`config.mk`:
```
export PLATFORM = sky130hd
export DESIGN_NAME = unary_tape_writer
export DESIGN_NICKNAME = d
export VERILOG_FILES = /design/src/rtl/unary_tape_writer.sv
export SDC_FILE = /design/constraint.sdc
export NUM_CORES = 1
export LEC_CHECK = 0
export ABC_AREA = 1
export CAP_MARGIN = 20
export CORE_ASPECT_RATIO = 1.4
export CORE_MARGIN = 1.5
export CORE_UTILIZATION = 45
export CTS_CLUSTER_SIZE = 24
export DETAILED_ROUTE_END_ITERATION = 10
export PLACE_DENSITY = 0.71
export SLEW_MARGIN = 20
export SYNTH_ARGS = -nofsm -noshare
export SYNTH_HDL_FRONTEND = slang
export SYNTH_SLANG_ARGS = --single-unit
```
`constraint.sdc`:
```
create_clock -name clk -period 1.4 [get_ports clk]
set_input_delay 0.21 -clock clk [delete_from_list [all_inputs] [get_ports clk]]
set_output_delay 0.21 -clock clk [all_outputs]
set_load 0.01 [all_outputs]
```
`src/rtl/unary_tape_writer.sv`:
```
// unary_tape_writer
//   Builds the unary tape image 0, A ones, 0, B ones, 0, zero padding,
//   one cell per active cycle under a moving write head. Cell 1 is the MSB.
//   The resulting tape connects directly to the tape input of the unary adder.
//
// Ports
//   clk, rst_n   clock (rising edge), asynchronous active-low reset
//   start        request pulse, sampled only in IDLE
//   step         (UNARY_TAPE_STEP_EN only) advance enable for write states
//   a, b         operands; lengths of the two runs of ones
//   tape         tape image [1:TAPE_LEN]
//   head         current write-head cell index
//   busy         high from the accepted start until done
//   done         one-cycle completion pulse
//   err          operands do not fit; held until the next accepted start
//
// Optional feature macro: UNARY_TAPE_STEP_EN
module unary_tape_writer #(
  parameter int TAPE_LEN = 10,
  parameter int OP_W     = 4,
  parameter int HEAD_W   = $clog2(TAPE_LEN+2)
) (
  input  logic              clk,
  input  logic              rst_n,
  input  logic              start,
`ifdef UNARY_TAPE_STEP_EN
  input  logic              step,
`endif
  input  logic [OP_W-1:0]   a,
  input  logic [OP_W-1:0]   b,
  output logic [1:TAPE_LEN] tape,
  output logic [HEAD_W-1:0] head,
  output logic              busy,
  output logic              done,
  output logic              err
);

  typedef enum logic [2:0] {IDLE, LEAD, WR_A, SEP, WR_B, TAIL, DONE} state_t;

  state_t              state_q, state_n;
  logic [1:TAPE_LEN]   tape_n;
  logic [HEAD_W-1:0]   head_n;
  logic [OP_W-1:0]     cnt_a, cnt_a_n, cnt_b, cnt_b_n;
  logic                busy_n, done_n, err_n;
  logic                wr_en, wr_bit, adv, fit;
  logic [OP_W+1:0]     len;

  // Two extra bits hold a+b+3 without wrap for any operand pair.
  assign len = (OP_W+2)'(a) + (OP_W+2)'(b) + (OP_W+2)'(3);
  assign fit = int'(len) <= TAPE_LEN;

`ifdef UNARY_TAPE_STEP_EN
  assign adv = step;
`else
  assign adv = 1'b1;
`endif

  always_comb begin
    state_n = state_q;
    tape_n  = tape;
    head_n  = head;
    cnt_a_n = cnt_a;
    cnt_b_n = cnt_b;
    busy_n  = busy;
    done_n  = 1'b0;
    err_n   = err;
    wr_en   = 1'b0;
    wr_bit  = 1'b0;
    case (state_q)
      IDLE: if (start) begin
        if (fit) begin
          cnt_a_n = a;
          cnt_b_n = b;
          tape_n  = '0;
          head_n  = HEAD_W'(1);
          err_n   = 1'b0;
          busy_n  = 1'b1;
          state_n = LEAD;
        end else begin
          // Rejected request: tape and head keep the previous result.
          err_n   = 1'b1;
          state_n = DONE;
        end
      end
      LEAD: if (adv) begin
        wr_en   = 1'b1;
        state_n = (cnt_a == '0) ? SEP : WR_A;
      end
      WR_A: if (adv) begin
        wr_en   = 1'b1;
        wr_bit  = 1'b1;
        cnt_a_n = cnt_a - OP_W'(1);
        if (cnt_a == OP_W'(1)) state_n = SEP;
      end
      SEP: if (adv) begin
        wr_en   = 1'b1;
        state_n = (cnt_b == '0) ? TAIL : WR_B;
      end
      WR_B: if (adv) begin
        wr_en   = 1'b1;
        wr_bit  = 1'b1;
        cnt_b_n = cnt_b - OP_W'(1);
        if (cnt_b == OP_W'(1)) state_n = TAIL;
      end
      TAIL: if (adv) begin
        wr_en   = 1'b1;
        state_n = DONE;
      end
      DONE: begin
        done_n  = 1'b1;
        busy_n  = 1'b0;
        state_n = IDLE;
      end
      default: state_n = IDLE;
    endcase
    if (wr_en) begin
      tape_n[head] = wr_bit;
      head_n       = head + HEAD_W'(1);
    end
  end

  always_ff @(posedge clk or negedge rst_n) begin
    if (!rst_n) begin
      state_q <= IDLE;
      tape    <= '0;
      head    <= HEAD_W'(1);
      cnt_a   <= '0;
      cnt_b   <= '0;
      busy    <= 1'b0;
      done    <= 1'b0;
      err     <= 1'b0;
    end else begin
      state_q <= state_n;
      tape    <= tape_n;
      head    <= head_n;
      cnt_a   <= cnt_a_n;
      cnt_b   <= cnt_b_n;
      busy    <= busy_n;
      done    <= done_n;
      err     <= err_n;
    end
  end

endmodule

```
==> results.py, run 1 <==
metrics = {
    "outcome": {
        "outcome": "finished, violations left",
        "violations": "negative setup slack",
    },
    "route": {
        "route.detailed.drc": 0,
        "wl_per_cell_um": 14.1,
        "routed_wl_um": 4820,
        "dr_total_vias": 1823,
        "ant_nets": 0,
        "viasPerCell": 5.35,
        "first_iter_violations": 75,
        "drtPass1Iterations": 4,
    },
    "sta": {
        "max_slew_margin": 0.678,
        "finalHoldViolCount": 0,
        "worst_pin_slew_ps": 481,
        "slew_violations": 0,
        "fmax_mhz": 548,
        "post-route-period-util": 1.30,
        "finalCriticalPeriod_ps": 1820,
        "skew_ps": 2.00,
        "fin_ws_ps": -423,
        "grt_setup_unrepaired": "true",
        "setup_viol": 28,
    },
    "logic_synthesis": {
        "syn_nets": 273,
        "synth_top_area_frac": 0.362,
        "synth_async_sr_flop_share": 1.00,
        "yosysWarnings": 0,
        "ys_ff_latch": 28,
        "avgSynthCellArea_um2": 7.65,
        "synth.cell_area_um2": 1870,
        "synth_edf_count": 0,
        "synth_top_cell_by_area": "dfrtp_1",
        "postSynthCellCount": 244,
        "synth.distinct_cells": 27,
        "ys_seq_area_frac": 0.376,
        "synth_ff_type": "dfrtp_1",
        "synth_area_leaders": "dfrtp_1 (36%), nand3_1 (14%), nand2_1 (13%)",
    },
    "power_and_ir_drop": {
        "vdd_drop_max_v": 0.00129,
        "p_seq_frac": 0.269,
        "power.total_mw": 5.70,
        "p_int_mw": 3.15,
        "power.share.combinational": 0.616,
        "pwr-share-clk": 0.115,
        "swShare": 0.447,
        "p_per_area_nw_per_um2": 2030,
        "leakage_nw": 1.48,
        "power_switching_mw": 2.55,
    },
    "worst_setup_path": {
        "reg2reg_slack_ps": -140,
        "reg2regPathDepth": 8,
        "critPathArrivalTime_ps": 2010,
        "critPathKind": "in -> reg",
        "crit-reg2reg-capture": "tape[4]$_DFF_PN0_",
        "worstSetupStartpointType": "input pin",
        "reg2reg_from": "state_q[0]$_DFFE_PN0P_",
        "cp_max_fo": 5,
        "worstSetupEndpointType": "flop",
        "worstPathRequired_ps": 1580,
    },
    "final_layout": {
        "finish.net_count": 328,
        "area_growth_pct": 50.4,
        "multi_input_area_um2": 1250,
        "instances_no_fill": 341,
        "drive_above_1_share": 0.326,
        "layout_common_cells": "nand2_1 (55), nand3_1 (28), inv_1 (26), dfrtp_1 (26), nand3_2 (23)",
        "ff_latch_area_um2": 703,
        "diodes": 0,
        "n_fill_cell": 297,
        "mostFrequentLayoutCell": "nand2_1",
    },
    "grt": {
        "grt-ovfl-total": 0,
        "grt_pass1_vias": 1877,
        "grt_pass1_wl_um": 8420,
        "grtUsageTotal": 0.236,
        "grt_max_degree": 29,
        "antenna_found_initial": 0,
    },
    "clock_tree": {
        "worstSkewPairLatency_ps": 280,
        "ctsLongestPathBuffers": 2,
        "clock_sinks": 28,
        "path_clk_slew_ps": 100,
        "cts_max_level": 1,
        "cts_tree": "yes",
        "cts-root-buf": "clkbuf_8",
        "numCtsBuffers": 3,
    },
    "place": {
        "place_hpwl_um": 3220,
        "numPortBuffers": 27,
        "place_inst": 326,
        "place_congestion": 0.858,
    },
    "floorplanning": {
        "rows": 27,
        "die-area_um2": 4550,
        "initial_core_util": 0.472,
        "ios": 28,
        "die-height_um": 79.2,
        "core_um2": 3950,
        "die_x_um": 57.4,
    },
    "run": {
        "cap_violations": 0,
    },
    "min_path": {
        "min_path_type": "in -> reg",
        "whs_endpoint": "cnt_a[1]$_DFFE_PN0P_",
        "hold_depth": 5,
        "holdCritStartpoint": "a[1]",
    },
}
## through the flow
step	utilization	instance area [µm²]	hold slack, ps	TNS, ps	setup slack (ps)
detailed placement	0.613	2420	495	-30540	-1160
floorplan	-	1980	-85.6	-11390	-464
finish	0.710	2810	243	-10020	-423
global route	0.710	2810	275	-11820	-490
global placement	0.613	2420	480	-29670	-1120
CTS	0.691	2730	274	-14110	-544
## final cells by class
class,count,share of cell area
clock buffers,3,0.0147
inverters,33,0.0504
clock inverters,1,0.0107
well taps,43,0.0192
flip-flops and latches,28,0.251
multi-input cells,177,0.447
repair buffers,56,0.207
## registers in the layout, indices dropped and copies added, names as in the netlist
signal and count:
busy 1, cnt_a 4, cnt_b 4, done 1
err 1, head 4, state_q 3, tape 10
## critical path, stage by stage
cell and delay, ps:
buf_12 90, inv_12 30, ha_4 230, inv_4 50, ha_4 130, inv_2 40, fa_2 530, nand2_2 70
nand3_4 80, nand4_4 140, buf_6 180, buf_16 140, nand3_2 50, nand2_1 50
## worst max-delay path by stage
stage | start | endpoint | slack [ps]
2_1_floorplan | b[1] | err$_DFFE_PN0P_ | -460
3_3_place_gp | b[1] | cnt_b[0]$_DFFE_PN0P_ | -1120
3_5_place_dp | b[1] | cnt_b[2]$_DFFE_PN0P_ | -1160
4_1_cts | b[1] | cnt_b[3]$_DFFE_PN0P_ | -540
5_1_grt | b[1] | head[2]$_DFFE_PN0P_ | -490
6_report | b[1] | cnt_b[3]$_DFFE_PN0P_ | -420
## repair_timing
action / 4_1_cts / 5_1_grt
hold buffers: 0 / 0
setup buffers: 7 / 4
endpoints found under the setup margin: 40 / 32
cloned: 3 / 0
pin swaps: 20 / 18
resized for setup: 52 / 34
## power groups by stage
stage	clock [mW]	sequential [mW]	combinational, mW
finish	0.656	1.53	3.51
global placement	0	1.54	3.04
detailed placement	0	1.55	3.10
global route	0.691	1.58	3.95
floorplan	0	1.59	1.89
CTS	0.665	1.54	3.33
## cells by family (layout without fill, tap and decap cells)
kind of cell | Yosys count | after routing | share of synthesized area
AOI/OAI and AO/OA | 16 | 16 | 0.0523
xor gates and xnor gates | 2 | 2 | 0.00939
adders and majority gates | 18 | 18 | 0.125
buffers and inverters | 39 | 93 | 0.0905
DFF | 28 | 28 | 0.376
and+or+nand+nor | 141 | 141 | 0.347
## layer usage
layer  vias to the layer above  track usage  wire (µm)
met5                         -            0          0
met1                       861        0.262       1830
met4                         0        0.116        150
li1                        903            -          -
met2                        48        0.435       2670
met3                        11       0.0212        171
## synthesized netlist by cell type (all sizes together), types with 2 or more instances
library cell,number
ha,17
a21oi,4
inv,33
nand3,53
o21ai,9
xnor2,2
dfrtp,27
nand4,5
buf,6
nor2,13
nand2,67
(Power assumes the default switching activity.)
==> inputs of run 2 (changes only) <==
==> constraint.sdc (replaced) <==
create_clock -name clk -period 1.4 [get_ports clk]
set_input_delay 0.28 -clock clk [delete_from_list [all_inputs] [get_ports clk]]
set_output_delay 0.28 -clock clk [all_outputs]
set_load 0.01 [all_outputs]
==> run 2 against run 1 <==
  * The flow still finishes with violations (negative setup slack)
  * Routed wire length is 4.4% higher
  * Core utilization is 0.22 points higher
  * Cell area grew 0.31%
  * Critical path depth unchanged
==> results.py, run 2 (synthesis results as in run 1) <==
metrics = {
    "outcome": {
        "outcome": "finished, violations left",
        "violations": "negative setup slack",
    },
    "final_layout": {
        "finish.net_count": 333,
        "diodes": 0,
        "regMostFlops": "tape",
        "ff_latch_area_um2": 702,
        "instances_no_fill": 346,
        "area_growth_pct": 50.8,
        "layout_common_cells": "nand2_1 (56), nand3_1 (32), dfrtp_1 (27)",
        "post-route-util": 0.712,
        "n_fill_cell": 321,
        "largest_reg_flops": 10,
        "mostFrequentLayoutCell": "nand2_1",
        "multi_input_area_um2": 1220,
        "drive_above_1_share": 0.320,
    },
    "clock_tree": {
        "worstSkewPairLatency_ps": 290,
        "ctsLongestPathBuffers": 2,
        "cts_tree": "yes",
        "cts_max_level": 1,
        "path_clk_slew_ps": 100,
        "numCtsBuffers": 3,
        "clock_sinks": 28,
        "cts-root-buf": "clkbuf_8",
    },
    "worst_setup_path": {
        "worstSetupStartpointType": "input pin",
        "critPathKind": "in -> reg",
        "crit_buf_inv": 6,
        "worstSetupEndpointType": "flop",
        "cp.depth": 14,
        "slowest_stage": "fa_2",
        "cp_common_cell": "buf_12",
        "path_cells": "buf_12 -> inv_12 -> ha_4 -> inv_4 -> ha_4 -> inv_2 -> fa_2 -> nand2_2 -> nand3_4 -> nand4_4 -> buf_12 -> buf_12 -> nand3_1 -> nand2_1",
        "critical-path-top-delay-family": "adder cells",
        "worstPathRequired_ps": 1590,
        "max_stage_delay_ps": 530,
        "reg2regPathDepth": 8,
        "cp_max_fo": 6,
        "critPathArrivalTime_ps": 2040,
    },
    "route": {
        "route.detailed.drc": 0,
        "ant_nets": 0,
        "drtPass1Iterations": 4,
        "viasPerCell": 5.50,
        "wl_per_cell_um": 14.5,
        "first_iter_violations": 64,
        "routed_wl_um": 5030,
        "dr_total_vias": 1904,
    },
    "grt": {
        "grt_pass1_vias": 1858,
        "grt_max_degree": 29,
        "antenna_found_initial": 0,
        "grt_pass1_wl_um": 8250,
        "grtUsageTotal": 0.232,
        "grt-ovfl-total": 0,
    },
    "floorplanning": {
        "die-height_um": 79.2,
        "die-area_um2": 4550,
        "rows": 27,
        "core_um2": 3950,
        "ios": 28,
        "initial_core_util": 0.472,
        "die_x_um": 57.4,
    },
    "sta": {
        "skew_ps": 3.92,
        "setup_tns_ps": -11380,
        "finalHoldViolCount": 0,
        "grt_setup_unrepaired": "true",
        "finalCriticalPeriod_ps": 1850,
        "slew_violations": 0,
        "max_slew_margin": 0.700,
        "post-route-period-util": 1.32,
        "setup_viol": 27,
        "fin_ws_ps": -451,
        "worst_pin_slew_ps": 448,
        "fmax_mhz": 540,
    },
    "place": {
        "place_congestion": 0.871,
        "dpl_worst_slack_ps": -1270,
        "numPortBuffers": 27,
        "place_hpwl_um": 3300,
        "place_inst": 330,
    },
    "power_and_ir_drop": {
        "p_per_area_nw_per_um2": 2020,
        "p_int_mw": 3.14,
        "pwr-share-clk": 0.117,
        "vdd_drop_max_v": 0.00135,
        "power.total_mw": 5.68,
        "leakage_nw": 1.47,
        "swShare": 0.447,
        "power.share.combinational": 0.623,
        "power_switching_mw": 2.54,
        "p_seq_frac": 0.260,
    },
    "min_path": {
        "hold_depth": 5,
        "min_path_type": "in -> reg",
    },
    "run": {
        "cap_violations": 0,
    },
}
-- run 2: cell types whose count changed in the layout (fill, tap and decap cells not counted), moves of 2 or more --
| cell | delta |
|---|---|
| buf_4 | +6 |
| dlygate4sd2_1 | +5 |
| dlymetal6s2s_1 | -4 |
| nand3_1 | +4 |
| nand3_2 | -3 |
| clkdlybuf4s50_1 | -2 |
| nand2_4 | -2 |
-- run 2: per-layer routing --
layer / vias up / wire (µm) / track usage / part of all wire
li1: 915 / - / - / -
met1: 915 / 1810 / 0.250 / 0.36
met2: 59 / 2880 / 0.428 / 0.57
met3: 15 / 157 / 0.0261 / 0.031
met4: 0 / 179 / 0.128 / 0.036
met5: - / 0 / 0 / 0
-- run 2: layout make-up --
type,instances,share of cell area
Multi-Input combinational cell,177,0.435
Sequential cell,28,0.249
Timing Repair Buffer,61,0.221
Inverter,33,0.0502
Tap cell,43,0.0191
Clock buffer,3,0.0147
Clock inverter,1,0.0107
-- run 2: through the flow --
step / cell area [µm²] / hold WS [ps]
2_1_floorplan: 1980 / -15.6
3_3_place_gp: 2450 / 478
3_5_place_dp: 2450 / 486
4_1_cts: 2770 / 349
5_1_grt: 2810 / 351
6_report: 2810 / 311
-- run 2: worst paths after layout --
kind	from	slack, ps	endpoint
hold / removal	a[1]	310	cnt_a[1]$_DFFE_PN0P_
setup / recovery	b[1]	-450	cnt_b[1]$_DFFE_PN0P_
hold reg to reg	err$_DFFE_PN0P_	500	err$_DFFE_PN0P_
max in group asynchronous	rst_n	840	head[0]$_DFFE_PN1P_
setup reg to reg	state_q[0]$_DFFE_PN0P_	-100	tape[10]$_DFF_PN0_
min in group asynchronous	rst_n	340	tape[6]$_DFF_PN0_
-- run 2: worst reg2reg max path, cell delays in order, from the launching register on --
cell	delay, ps
dfrtp_1	440
inv_1	120
nand2_2	120
buf_4	140
nand2_2	100
inv_2	210
nand3_1	130
nand3_2	100
nand2_1	50
-- run 2: power groups by stage --
stage	registers (mW)	logic, mW	clock network [mW]
6_report	1.47	3.54	0.664
5_1_grt	1.53	3.90	0.700
4_1_cts	1.48	3.42	0.663
3_5_place_dp	1.50	3.24	0
3_3_place_gp	1.49	3.15	0
2_1_floorplan	1.59	1.89	0
-- run 2: what timing repair did --
action / in CTS / in global routing
gates cloned: 3 / 0
endpoints found under the setup margin: 44 / 28
gates resized for setup: 59 / 24
hold buffers: 0 / 0
setup buffers: 10 / 0
pin swaps: 17 / 14
